### config.mk
export PLATFORM = sky130hd
export DESIGN_NAME = shot_issuer
export DESIGN_NICKNAME = d
export VERILOG_FILES = /design/src/rtl/shot_issuer.sv
export SDC_FILE = /design/constraint.sdc
export NUM_CORES = 1
export LEC_CHECK = 0
export BUFFER_PORTS_ARGS = -buffer_cell sky130_fd_sc_hd__clkbuf_2
export CAP_MARGIN = 15
export CELL_PAD_IN_SITES_DETAIL_PLACEMENT = 0
export CELL_PAD_IN_SITES_GLOBAL_PLACEMENT = 1
export CORE_MARGIN = 2
export CORE_UTILIZATION = 33
export DETAILED_ROUTE_END_ITERATION = 12
export PLACE_DENSITY_LB_ADDON = 0.2
export SLEW_MARGIN = 20
export SYNTH_ARGS = -nofsm -noshare
export SYNTH_HDL_FRONTEND = slang
export SYNTH_SLANG_ARGS = --single-unit
export TNS_END_PERCENT = 5
### constraint.sdc
create_clock -name clock -period 1.7 [get_ports clock]
set_clock_uncertainty 0.05 [all_clocks]
set_input_delay 0.17 -clock clock [delete_from_list [all_inputs] [get_ports clock]]
set_output_delay 0.17 -clock clock [all_outputs]
set_load 0.02 [all_outputs]
### src/rtl/shot_issuer.sv
// shot_issuer: latches the player's switches on a Fire press and presents the
// move to the validity checker for one scoring cycle. The checker's verdict
// commits or rejects the move. The block tracks big bombs left and accepted
// moves, and parks in DONE once the game is over.
module shot_issuer #(
  parameter logic [1:0]  BIG_INIT = 2'd3,
  parameter int unsigned MOVE_W   = 4
) (
  input  logic              clock,
  input  logic              reset_L,
  input  logic [3:0]        XIn,
  input  logic [3:0]        YIn,
  input  logic              BigIn,
  input  logic              Fire,
  input  logic              SomethingIsWrong,
  input  logic              GameOver,
  output logic [3:0]        X,
  output logic [3:0]        Y,
  output logic              Big,
  output logic              ScoreThis,
  output logic [1:0]        BigLeft,
  output logic [MOVE_W-1:0] NumMoves,
  output logic              MoveAccepted,
  output logic              MoveRejected,
  output logic              Done
);

  typedef enum logic [1:0] {
    ST_IDLE  = 2'd0,
    ST_ISSUE = 2'd1,
    ST_DONE  = 2'd2
  } state_e;

  state_e              state_q, state_d;
  logic [3:0]          x_q, x_d;
  logic [3:0]          y_q, y_d;
  logic                big_q, big_d;
  logic [1:0]          big_left_q, big_left_d;
  logic [MOVE_W-1:0]   num_moves_q, num_moves_d;
  logic                accepted_q, accepted_d;
  logic                rejected_q, rejected_d;
  logic                fire_prev_q, fire_prev_d;
  logic                fire_edge;

  // Next-state, move latch, verdict handling and counter updates
  always_comb begin
    state_d     = state_q;
    x_d         = x_q;
    y_d         = y_q;
    big_d       = big_q;
    big_left_d  = big_left_q;
    num_moves_d = num_moves_q;
    accepted_d  = 1'b0;
    rejected_d  = 1'b0;
    fire_prev_d = Fire;
    fire_edge   = Fire & ~fire_prev_q;

    case (state_q)
      ST_IDLE: begin
        if (GameOver) begin
          state_d = ST_DONE;
        end else if (fire_edge) begin
          x_d     = XIn;
          y_d     = YIn;
          big_d   = BigIn;
          state_d = ST_ISSUE;
        end
      end
      ST_ISSUE: begin
        if (!SomethingIsWrong) begin
          accepted_d = 1'b1;
          if (num_moves_q != {MOVE_W{1'b1}}) begin
            num_moves_d = num_moves_q + MOVE_W'(1);
          end
          // Guarded so a checker miss can never wrap the bomb count
          if (big_q && (big_left_q != 2'd0)) begin
            big_left_d = big_left_q - 2'd1;
          end
        end else begin
          rejected_d = 1'b1;
        end
        state_d = GameOver ? ST_DONE : ST_IDLE;
      end
      ST_DONE: begin
        state_d = ST_DONE;
      end
      default: begin
        state_d = ST_IDLE;
      end
    endcase
  end

  // State and datapath registers; a Fire held through reset must be released first
  always_ff @(posedge clock) begin
    if (!reset_L) begin
      state_q     <= ST_IDLE;
      x_q         <= 4'd0;
      y_q         <= 4'd0;
      big_q       <= 1'b0;
      big_left_q  <= BIG_INIT;
      num_moves_q <= '0;
      accepted_q  <= 1'b0;
      rejected_q  <= 1'b0;
      fire_prev_q <= 1'b1;
    end else begin
      state_q     <= state_d;
      x_q         <= x_d;
      y_q         <= y_d;
      big_q       <= big_d;
      big_left_q  <= big_left_d;
      num_moves_q <= num_moves_d;
      accepted_q  <= accepted_d;
      rejected_q  <= rejected_d;
      fire_prev_q <= fire_prev_d;
    end
  end

  // Strobes decoded straight from the state register, glitch-free by construction
  assign ScoreThis    = (state_q == ST_ISSUE);
  assign Done         = (state_q == ST_DONE);
  assign X            = x_q;
  assign Y            = y_q;
  assign Big          = big_q;
  assign BigLeft      = big_left_q;
  assign NumMoves     = num_moves_q;
  assign MoveAccepted = accepted_q;
  assign MoveRejected = rejected_q;

endmodule

# Yosys cells after proc, flatten, opt, wreduce, memory -nomap -nowiden

Cells that the tools add are included.

Bits in registers: 20
Latch bits: 0
Bits in writable memories: 0
Bits in read-only memories: 0
Output and inout port bits: 19
Word-level logic and storage cells: 32
Memories: 0

$add $sub $neg: 2
$mul: 0
Div/mod/pow operators: 0
Magnitude comparators: 0
Equal/unequal tests: 4
Shifts and indexed selects: 0
Mux-type cells: 6
Bitwise operators: 4
Reduce and logical (&&, ||, !) cells: 7

Operators with widths:

| kind                  | count |
|---|---|
| $reduce_and A3 Y1     | 3 |
| $mux W2               | 3 |
| $pmux W2 S3           | 1 |
| $add A4 B1 Y4 const B | 1 |
| $ne A4 B4 Y1 const B  | 1 |
| $ne A3 B3 Y1 const B  | 1 |
| $not A1 Y1            | 3 |
| $eq A2 B1 Y1 const B  | 1 |
| $eq A2 B2 Y1 const B  | 1 |
| $logic_not A2 Y1      | 1 |
| $mux W1               | 2 |
| $reduce_and A2 Y1     | 1 |
| $reduce_bool A2 Y1    | 1 |
| $sub A2 B1 Y2 const B | 1 |
| $and A1 B1 Y1         | 1 |
| $logic_and A1 B1 Y1   | 1 |

# Longest topological paths before layout

Word-level depth: 5
Gate-level depth with buffers: 4
Gate-level depth less buffers: 4

# Least setup slack after synthesis

Ideal clock, no wire load.

Kind: reg-to-reg
From: reg state_q[1]
To: reg big_left_q[0] (netlist: BigLeft[0])
Arrival time: 1274 ps
Data required time: 1529 ps
Setup slack: 256 ps
Stages on the path, launching flop included: 4
Period minus slack after synthesis: 1444 ps
Cell sequence: dfxtp_1 or3b_4 nor3b_2 mux2_2

Longest elaborated chain between the ends: 2

Ends and longest elaborated chain:

| item                               | line | text |
|---|---|---|
| start: declaration                 | 34   | `state_e state_q, state_d;` |
| start signal: assignment           | 106  | `state_q <= state_d;` |
| $eq A2 B1 Y1                       | 58   | `case (state_q)` |
| $reduce_and A3 Y1 (no source line) | n/a  |  |
| end signal: assignment             | 110  | `big_left_q <= big_left_d;` |
| end: declaration                   | 38   | `logic [1:0] big_left_q, big_left_d;` |

Every way passes these cells.
A chain may end at the register's enable or synchronous reset.

# Final worst setup path

From: reg state_q[0]
To: reg big_left_q[0] (netlist: BigLeft[0])

Same word-level chain as after synthesis.

==> impl_metrics.csv <==
group,metric,value,unit
outcome,status,"finished, final reports clean",
grt,grt_pass1_wl,2740,um
route,drt_wl_total,1540,um
clock_network,cts_resized,0,
floorplan,chipHeight,54.3,um
sta,post-route-period-util,92.1,%
floorplan,io_pins,33,
pwr,ir_drop,518,uV
setup_path,crit_fanout,5,
clock_network,htree_num_levels,1,
sta,fmax,639,MHz
sta,whs,0.0217,ns
route,ant_nets,0,
sta,tightest_slew,0.380,ns
yosys,synth_edf_count,0,
clock_network,cts_hold_buf,0,
yosys,syn_avg_cell_area,9.36,um2
yosys,async_flop_share,0,%
run,max-cap-violations,0,
sta,rsz0062_at_grt,"no",
route,drt_iter0_drc,8,
sta,maxSlewViolCount,0,
sta,period_needed,1.57,ns
placed_design,dp.final_hpwl,1190,um
yosys,synth_flop_cell,"dfxtp_1",
layout,n_antenna_cell,0,
layout,syn_to_final_growth,27.0,%
placed_design,io_buffers,32,
placed_design,dp_cells,149,
yosys,yosys-top-cells-area,"dfxtp_1 48%, mux2i_1 13%, nand2_1 11%",
grt,gr-total-overflow,0,
yosys,ys_warn_count,0,
clock_network,numCtsBuffers,3,
yosys,synth_seq_cells,20,
clock_network,cts_root_buffer,"clkbuf_4",
yosys,yosysMostFrequentCell,"nand2_1",
route,first_pass_iters,4,
yosys,syn_inst,89,
clock_network,cts_sinks,20,
sta,maxSlewHeadroom,74.7,%
layout,fin_cells,152,
clock_network,cts_tree,"yes",
grt,grt.total_usage,13.3,%
route,wl_per_cell,10.1,um
floorplan,dieArea,2940,um2
route,drcViolationCount,0,
setup_path,critPathCaptureType,"register",
layout,drive_gt1_share,34.4,%
pwr,powerDensity,720,nW/um2
setup_path,path_cells,"or3b_4, nor3b_2, mux2_2",
yosys,ys_seq_area_share,48.0,%
setup_path,arrival,1.70,ns
sta,setup_viol_count_final,0,
setup_path,path_delay_family,"simple AND/OR/NAND/NOR gates",
clock_network,cts_setup_buffers,0,
layout,nets,140,
clock_network,clkTransAtPathRegs,0.10,ns
setup_path,max_stage_delay,0.43,ns
grt,grt_max_degree,21,
yosys,synth_area,833,um2
setup_path,path_class,"register to register",
floorplan,initial_utilization,34.3,%
placed_design,gp_congestion,0.645,
clock_network,clk_latency,0.29,ns
sta,finalHoldViolations,0,
clock_network,cts.path.max_buffers,2,
setup_path,crit_slowest_cell,"or3b_4",
yosys,yosys.area.top_type,"dfxtp_1",
setup_path,cp-start-kind,"register",
yosys,ys_top_cells_by_count,"25 x nand2_1, 20 x dfxtp_1, 11 x mux2i_1",
grt,antenna_found_initial,0,
yosys,ys_types,27,
floorplan,placementRows,18,
layout,post-route-util,43.5,%
grt,grt_pass1_vias,617,
floorplan,chipWidth,54.3,um
route,via_count,691,
setup_path,cp_num_buf_inv,0,
setup_path,required,1.83,ns
pwr,power.leakage,0.487,nW
worst_hold_path,hold_path.class,"input pin to register",
yosys,netlist.area_leader.share,48.0,%
route,routed_via_density,4.55,
yosys,synthesis.nets,105,
sta,final.setup.tns,0,ns
floorplan,core,2430,um2
-- state kept, by name (all words and copies together) (netlist names) --
| name | flops |
|---|---|
| MoveRejected | 1 |
| MoveAccepted | 1 |
| fire_prev_q | 1 |
| Y | 4 |
| BigLeft | 2 |
| state_q | 2 |
| Big | 1 |
| X | 4 |
| NumMoves | 4 |
-- layout by cell type (no fill, tap or decap), drive strengths merged --
cell type  count
clkbuf        35
nand2         25
dfxtp         20
mux2i         11
inv            3
nand2b         3
nor2b          2
mux2           2
nor3           2
ha             2
buf            2
nor3b          2
and2b          1
or3b           1
nand3          1
nor4b          1
a41oi          1
nor2           1
and3           1
nor4           1
and4b          1
a21oi          1
a31oi          1
and2           1
o21a           1
-- logic make-up (layout without fill, tap and decap cells) --
logic type                 count (synthesis)  count (layout)  share of synthesized area (%)
and+or+nand+nor                           43              43                           26.4
DFF                                       20              20                           48.0
muxes                                     13              13                           15.9
buffers and inverters                      7              40                           3.30
AOI/OAI and AO/OA                          4               4                           3.30
adders and majority gates                  2               2                           3.00
-- path summary, 6_finish.rpt --
kind | startpoint | end | slack [ns] | cells after the start
hold / removal | Fire | fire_prev_q | 0.02 | 2
hold reg to reg | X[2] | X[2] | 0.41 | 2
setup reg to reg | state_q[0] | BigLeft[0] | 0.13 | 3
setup / recovery | state_q[0] | BigLeft[0] | 0.13 | 3
-- layout make-up --
| class | instances | area, um2 |
|---|---|---|
| fillers | 265 | 1370 |
| flip-flops and latches | 20 | 400 |
| multi-input cells | 62 | 412 |
| well taps | 30 | 37.5 |
| repair buffers | 34 | 175 |
| inverters | 3 | 11.3 |
| clock buffers | 3 | 22.5 |
-- routing by layer --
metal | GRT usage, % | wire length, um
met1 | 17.3 | 742
met2 | 19.1 | 640
met4 | 3.75 | 15
met5 | 0 | 0
met3 | 6.83 | 143
-- through the flow --
step           cell area, um2  worst slack, ns  total power [mW]
2_1_floorplan             833            0.256             0.531
3_3_place_gp             1040            0.187             0.560
3_5_place_dp             1040            0.152             0.561
4_1_cts                  1060            0.130             0.784
5_1_grt                  1060           0.0810             0.809
6_report                 1060            0.134             0.762
-- power breakdown --
group	leakage [nW]	switching [mW]	total, mW	internal (mW)
Sequential	0.162	0.00656	0.483	0.476
Clock	0.0138	0.131	0.213	0.0824
Combinational	0.311	0.0363	0.0661	0.0298
Total	0.487	0.174	0.762	0.589
Power figures use the tool's default switching activity.
